==> config.mk <==
export PLATFORM = sky130hd
export DESIGN_NAME = mouse_receiver_flat
export DESIGN_NICKNAME = d
export VERILOG_FILES = /design/src/rtl/ps2_pkg.sv /design/src/rtl/mouse_receiver_if.sv /design/src/rtl/ps2_line_sync.sv /design/src/rtl/mouse_receiver.sv /design/src/flat_wrapper.sv
export SDC_FILE = /design/constraint.sdc
export NUM_CORES = 1
export LEC_CHECK = 0
export CAP_MARGIN = 40
export CORE_MARGIN = 5
export CORE_UTILIZATION = 50
export CTS_CLUSTER_DIAMETER = 50
export CTS_CLUSTER_SIZE = 30
export DETAILED_ROUTE_END_ITERATION = 8
export PLACE_DENSITY = 0.74
export SLEW_MARGIN = 20
export SYNTH_ARGS = -nofsm -noshare
export SYNTH_HDL_FRONTEND = slang
export SYNTH_SLANG_ARGS = --single-unit
==> constraint.sdc <==
create_clock -name CLK -period 1.8 [get_ports CLK]
set_clock_uncertainty 0.1 [all_clocks]
set_input_delay 0.36 -clock CLK [delete_from_list [all_inputs] [get_ports CLK]]
set_output_delay 0.36 -clock CLK [all_outputs]
set_load 0.05 [all_outputs]
==> src/rtl/ps2_pkg.sv <==
// Shared PS/2 definitions: receiver state encodings, error-code bit positions and timeout default.
// Used by the receiver and available to the transmitter and the mouse master FSM.
package ps2_pkg;

    typedef enum logic [2:0] {
        RX_IDLE        = 3'd0,
        RX_READ_DATA   = 3'd1,
        RX_READ_PARITY = 3'd2,
        RX_READ_STOP   = 3'd3,
        RX_DONE        = 3'd4
    } rx_state_e;

    localparam int ERR_PARITY = 0;
    localparam int ERR_STOP   = 1;

    localparam int TIMEOUT_CYCLES_DEFAULT = 50000;

    // Odd parity over data plus parity bit: an even number of ones is an error.
    function automatic logic odd_parity_err(input logic [7:0] d, input logic p);
        return ~(^{d, p});
    endfunction

endpackage

==> src/rtl/mouse_receiver_if.sv <==
// Receiver-facing bundle: raw PS/2 lines and READ_ENABLE in; byte, strobe, error code and state out.
// The slave side is the receiver; the master side is the mouse master FSM (or a bench).
interface mouse_receiver_if;
    logic       CLK_MOUSE_IN;
    logic       DATA_MOUSE_IN;
    logic       READ_ENABLE;
    logic       BYTE_READ;
    logic [7:0] BYTE;
    logic [1:0] BYTE_ERROR_CODE;
    logic [2:0] STATE;

    modport slave (
        input  CLK_MOUSE_IN,
        input  DATA_MOUSE_IN,
        input  READ_ENABLE,
        output BYTE_READ,
        output BYTE,
        output BYTE_ERROR_CODE,
        output STATE
    );

    modport master (
        output CLK_MOUSE_IN,
        output DATA_MOUSE_IN,
        output READ_ENABLE,
        input  BYTE_READ,
        input  BYTE,
        input  BYTE_ERROR_CODE,
        input  STATE
    );
endinterface

==> src/rtl/ps2_line_sync.sv <==
// 2-flop synchroniser for a PS/2 clock/data pair plus falling-edge detect on the clock line.
// Edge appears 2-3 cycles after the raw transition; no backpressure.
module ps2_line_sync (
    input  logic clk_i,
    input  logic rst_n_i,
    input  logic ps2_clk_i,
    input  logic ps2_data_i,
    output logic clk_sync_o,
    output logic data_sync_o,
    output logic fall_o
);

    logic clk_meta_q;
    logic clk_sync_q;
    logic clk_prev_q;
    logic data_meta_q;
    logic data_sync_q;

    // Reset to 1 so an idle (high) bus never produces a spurious edge after reset.
    always_ff @(posedge clk_i or negedge rst_n_i) begin
        if (!rst_n_i) begin
            clk_meta_q  <= 1'b1;
            clk_sync_q  <= 1'b1;
            clk_prev_q  <= 1'b1;
            data_meta_q <= 1'b1;
            data_sync_q <= 1'b1;
        end else begin
            clk_meta_q  <= ps2_clk_i;
            clk_sync_q  <= clk_meta_q;
            clk_prev_q  <= clk_sync_q;
            data_meta_q <= ps2_data_i;
            data_sync_q <= data_meta_q;
        end
    end

    assign clk_sync_o  = clk_sync_q;
    assign data_sync_o = data_sync_q;
    assign fall_o      = clk_prev_q & ~clk_sync_q;

endmodule

==> src/rtl/mouse_receiver.sv <==
// PS/2 device-to-host frame receiver; BYTE_READ strobes 1 CLK after the stop-bit edge is detected.
// No backpressure: a strobe the consumer misses is lost; errored frames are still delivered.
module mouse_receiver
    import ps2_pkg::*;
#(
    parameter int TIMEOUT_CYCLES = TIMEOUT_CYCLES_DEFAULT
) (
    input  logic             CLK,
    input  logic             RESET,
    mouse_receiver_if.slave  rx
);

    localparam logic [15:0] TIMEOUT_LIM = 16'(TIMEOUT_CYCLES);

    logic clk_sync;
    logic data_sync;
    logic fall;
    logic edge_seen;

    ps2_line_sync u_sync (
        .clk_i       (CLK),
        .rst_n_i     (RESET),
        .ps2_clk_i   (rx.CLK_MOUSE_IN),
        .ps2_data_i  (rx.DATA_MOUSE_IN),
        .clk_sync_o  (clk_sync),
        .data_sync_o (data_sync),
        .fall_o      (fall)
    );

    assign edge_seen = fall & ~clk_sync;

    rx_state_e   state_q,     state_d;
    logic [7:0]  shift_q,     shift_d;
    logic [2:0]  bit_cnt_q,   bit_cnt_d;
    logic [15:0] to_cnt_q,    to_cnt_d;
    logic        par_err_q,   par_err_d;
    logic [7:0]  byte_q,      byte_d;
    logic [1:0]  err_q,       err_d;
    logic        byte_read_q, byte_read_d;
    logic        timed_out;

    assign timed_out = (to_cnt_q >= TIMEOUT_LIM);

    always_comb begin
        state_d     = state_q;
        shift_d     = shift_q;
        bit_cnt_d   = bit_cnt_q;
        par_err_d   = par_err_q;
        byte_d      = byte_q;
        err_d       = err_q;
        byte_read_d = 1'b0;
        to_cnt_d    = edge_seen ? 16'd0 : to_cnt_q + 16'd1;

        // In states 1-3 an edge always takes priority over an expiring timeout.
        case (state_q)
            RX_IDLE: begin
                to_cnt_d = 16'd0;
                if (edge_seen && rx.READ_ENABLE && !data_sync) begin
                    state_d   = RX_READ_DATA;
                    bit_cnt_d = 3'd0;
                end
            end
            RX_READ_DATA: begin
                if (edge_seen) begin
                    shift_d[bit_cnt_q] = data_sync;
                    bit_cnt_d          = bit_cnt_q + 3'd1;
                    if (bit_cnt_q == 3'd7) begin
                        state_d = RX_READ_PARITY;
                    end
                end else if (timed_out) begin
                    state_d = RX_IDLE;
                end
            end
            RX_READ_PARITY: begin
                if (edge_seen) begin
                    par_err_d = odd_parity_err(shift_q, data_sync);
                    state_d   = RX_READ_STOP;
                end else if (timed_out) begin
                    state_d = RX_IDLE;
                end
            end
            RX_READ_STOP: begin
                if (edge_seen) begin
                    byte_d             = shift_q;
                    err_d[ERR_STOP]    = ~data_sync;
                    err_d[ERR_PARITY]  = par_err_q;
                    byte_read_d        = 1'b1;
                    state_d            = RX_DONE;
                end else if (timed_out) begin
                    state_d = RX_IDLE;
                end
            end
            RX_DONE: begin
                state_d = RX_IDLE;
            end
            default: begin
                state_d = RX_IDLE;
            end
        endcase
    end

    always_ff @(posedge CLK or negedge RESET) begin
        if (!RESET) begin
            state_q     <= RX_IDLE;
            shift_q     <= 8'h00;
            bit_cnt_q   <= 3'd0;
            to_cnt_q    <= 16'd0;
            par_err_q   <= 1'b0;
            byte_q      <= 8'h00;
            err_q       <= 2'b00;
            byte_read_q <= 1'b0;
        end else begin
            state_q     <= state_d;
            shift_q     <= shift_d;
            bit_cnt_q   <= bit_cnt_d;
            to_cnt_q    <= to_cnt_d;
            par_err_q   <= par_err_d;
            byte_q      <= byte_d;
            err_q       <= err_d;
            byte_read_q <= byte_read_d;
        end
    end

    assign rx.BYTE_READ       = byte_read_q;
    assign rx.BYTE            = byte_q;
    assign rx.BYTE_ERROR_CODE = err_q;
    assign rx.STATE           = state_q;

endmodule

==> src/flat_wrapper.sv <==
// flat-port wrapper written by rule: the top's interface ports become plain ports
module mouse_receiver_flat import ps2_pkg::*;
#(
    parameter int TIMEOUT_CYCLES = TIMEOUT_CYCLES_DEFAULT
)
  (CLK, RESET, rx_CLK_MOUSE_IN, rx_DATA_MOUSE_IN, rx_READ_ENABLE, rx_BYTE_READ, rx_BYTE, rx_BYTE_ERROR_CODE, rx_STATE);
  mouse_receiver_if rx_i ();
  input  logic CLK;
  input  logic RESET;
  input wire logic [$bits(rx_i.CLK_MOUSE_IN)-1:0] rx_CLK_MOUSE_IN;
  input wire logic [$bits(rx_i.DATA_MOUSE_IN)-1:0] rx_DATA_MOUSE_IN;
  input wire logic [$bits(rx_i.READ_ENABLE)-1:0] rx_READ_ENABLE;
  output wire logic [$bits(rx_i.BYTE_READ)-1:0] rx_BYTE_READ;
  output wire logic [$bits(rx_i.BYTE)-1:0] rx_BYTE;
  output wire logic [$bits(rx_i.BYTE_ERROR_CODE)-1:0] rx_BYTE_ERROR_CODE;
  output wire logic [$bits(rx_i.STATE)-1:0] rx_STATE;
  assign rx_i.CLK_MOUSE_IN = rx_CLK_MOUSE_IN;
  assign rx_i.DATA_MOUSE_IN = rx_DATA_MOUSE_IN;
  assign rx_i.READ_ENABLE = rx_READ_ENABLE;
  assign rx_BYTE_READ = rx_i.BYTE_READ;
  assign rx_BYTE = rx_i.BYTE;
  assign rx_BYTE_ERROR_CODE = rx_i.BYTE_ERROR_CODE;
  assign rx_STATE = rx_i.STATE;
  mouse_receiver #(.TIMEOUT_CYCLES(TIMEOUT_CYCLES)) u_core (.CLK(CLK), .RESET(RESET), .rx(rx_i));
endmodule
==> impl_results.md <==
* Reg2reg start: u_core.u_sync.clk_prev_q
* Initial DRC count at 51
* Max Cap Violations at 0
* Yosys reg bits at 47
* Area share of the largest cell type after synthesis at 47.7%
* Sequential area share after synthesis at 53.7%
* Crit. End Element: flip-flop
* Highest metal used: met4
* Share of cells above drive strength 1 at 30.2%
* Vias per cell at 5.28
* Routed length per placed instance at 13.8 µm
* Syn Nets at 193
* Overall routing resource usage at 13.3%
* Post-Place Setup Slack at 0.0536 ns
* Number of synthesized flops with an enable pin at 0
* Total CTS buffers at 5
* Worst-Margin Slew at 0.502 ns
* Port bufs at 18
* Non-Filler Instances at 264
* Syn_area_per_cell at 12.0 µm²
* Die area at 0.00583 mm²
* Async SR Flop Fraction at 100%
* Post-synth top area cell: dfrtp_1
* TritonRoute pass-1 iters at 2
* RD Place Congestion at 0.783
* Synth Instances at 184
* M1 wire length at 1780 µm
* Worst vdd ir at 0.000564 V
* Initial antenna violation count at 0
* Setup ws final at 0.0843 ns
* P_leak at 1.18 nW
* Final design utilization at 59.7%
* Clk root buf: clkbuf_8
* WP data arrival at 1.80 ns
* Initial Util at 50.9%
* Hold Path Stages at 0
* Total grt overflow at 0
* Crit-path max FO at 11
* Top cells by area, synth: dfrtp_1 48%, mux2_2 7.7%, dfstp_2 6.0%, xnor2_1 4.4%, xor2_1 4.0%
* Pwr/cell area at 905 mW/mm²
* DR vias at 1,395
* Cell Area, Synth at 0.00220 mm²
* Min Tclk post-route at 1.72 ns
* Setup TNS at 0 ns
* Core Footprint at 0.00432 mm²
* Total Power at 0.00233 W
* Period Utilization, post-route at 95.3%
* Max-slew headroom at the worst pin at 66.6%
* Worst Reg-to-Reg Cells at 5
* Max-slew violations at 0
* Fin. Hold Viols at 0
* Total length of routed wires at 3630 µm
* Final nets at 220
* Reg2Reg Setup Slack at 0.08 ns
* CTS Buffer Depth at 2
* Layout filler cell count at 364
* Primary FF master, synth: dfrtp_1
* Remaining routing DRC violations at 0
* Die W at 76.4 µm
* Crit start category: flip-flop
* Area growth, synth to finish at 17.2%
* First-pass GRT wire length at 6380 µm
* Largest net degree at the start of global routing at 29
* Min-delay src: u_core.u_sync.clk_meta_q
* DRT antenna net count at 0
* WP data required at 1.89 ns
* Routed met3 length at 125 µm
* Worst skew pair latency at 0.30 ns
* Die Y at 76.4 µm
* # IOs at 19
* Rows at 24
* Most common cell after layout, fill and taps aside: dfrtp_1
* Clock slew at reported path FFs at 0.08 ns
* Hold WC Path Type: flip-flop to flip-flop
* CTS tree: done
* Inst Count DP at 254
* CTS Sinks at 47
* Reg2reg end: u_core.rx.BYTE[5]
* Status: complete, no violations
* H-tree levels at 2
* Synth warn at 0
* RSZ-0062 raised after global routing: false
* Fmax at 0.583 GHz
* Critical path class: flip-flop to flip-flop
* Antenna cells at 0
* Distinct cells, synth at 40
* Most frequent cells in the layout: 40 x dfrtp_1, 16 x buf_4, 15 x nor2_1, 15 x mux2_2
* Setup violations, final at 0
* Post-detail-place hpwl at 2640 µm
* Hold worst-path end: u_core.u_sync.clk_sync_o
* Number of global-route vias before repair at 1,412
* WL met2 at 1670 µm
-- cells in the mapped netlist (all sizes together), types with 3 or more instances --
cell type	instances
mux2	17
nand3	11
nand4	4
nand2	11
nand3b	5
dfstp	5
nor3b	3
inv	6
and3	4
dfrtp	42
xor2	10
o21ai	6
ha	4
a21oi	5
buf	5
xnor2	11
nor2	18
-- cells by family after synthesis --
logic type / count (synthesis) / synth area share, %
AOI/OAI and AO/OA: 16 / 5.11
xor gates and xnor gates: 21 / 8.35
adders and majority gates: 4 / 2.27
buffers and inverters: 12 / 2.95
DFF: 47 / 53.7
muxes: 18 / 9.15
and+or+nand+nor: 66 / 18.5
-- report_power, final --
part | switching [W] | internal, W
Clock | 0.000331 | 0.000310
Combinational | 0.000207 | 0.000228
Sequential | 0.000109 | 0.00115
-- cell type report --
| class | instances | area (µm²) | share of cell area [%] |
|---|---|---|---|
| inverter | 6 | 22.5 | 0.873 |
| timing repair buffer | 26 | 256 | 9.94 |
| clock inverter | 1 | 5.00 | 0.194 |
| tap | 52 | 65.1 | 2.52 |
| clock buffer | 7 | 86.3 | 3.35 |
| sequential | 47 | 1180 | 45.9 |
| multi-input combinational | 125 | 960 | 37.2 |
-- metrics by stage --
step | area [µm²] | hold WS, ns
final | 2580 | 0.260
after global routing | 2580 | 0.267
after CTS | 2560 | 0.261
after detailed placement | 2460 | 0.249
after global placement | 2460 | 0.247
after floorplan | 2200 | -0.0356
-- state kept, by name, indices dropped and copies added, names as in the netlist --
signal	cells
u_core.u_sync.data_meta_q	1
u_core.bit_cnt_q	3
u_core.rx.BYTE_READ	1
u_core.rx.BYTE_ERROR_CODE	2
u_core.par_err_q	1
u_core.u_sync.clk_sync_o	1
u_core.to_cnt_q	16
u_core.u_sync.clk_prev_q	1
u_core.u_sync.clk_meta_q	1
u_core.u_sync.data_sync_o	1
u_core.rx.STATE	3
u_core.rx.BYTE	8
u_core.shift_q	8
-- metal layers --
metal	GRT usage (%)	up-vias
met1	17.7	683
met4	5.77	0
met5	0	-
met3	3.90	8
li1	-	688
met2	20.3	16
-- worst max-delay path by stage --
stage | from | end | slack, ns | depth (start not counted)
after CTS | u_core.u_sync.clk_prev_q | u_core.rx.BYTE[3] | 0.04 | 5
after floorplan | u_core.rx.STATE[2] | u_core.shift_q[5] | 0.05 | 5
after detailed placement | u_core.u_sync.clk_prev_q | u_core.rx.BYTE[3] | 0.05 | 5
after global routing | u_core.u_sync.clk_prev_q | u_core.shift_q[2] | 0.01 | 5
final | u_core.u_sync.clk_prev_q | u_core.rx.BYTE[5] | 0.08 | 5
after global placement | u_core.u_sync.clk_prev_q | u_core.rx.BYTE[3] | 0.1 | 5
-- timing repair --
action / 4_1_cts / 5_1_grt
hold endpoints to repair: 18 / 0
gates resized for setup: 0 / 2
hold buffers: 1 / 0
endpoints found under the setup margin: 0 / 10
buffers inserted: 0 / 1
-- worst max-delay path, stage by stage (launching register included) --
cell and delay [ns]:
dfstp_2 0.53, nor2b_4 0.18, nand2_4 0.09, nor3b_2 0.18, buf_6 0.18, mux2_2 0.34
Power figures use the tool's default switching activity.
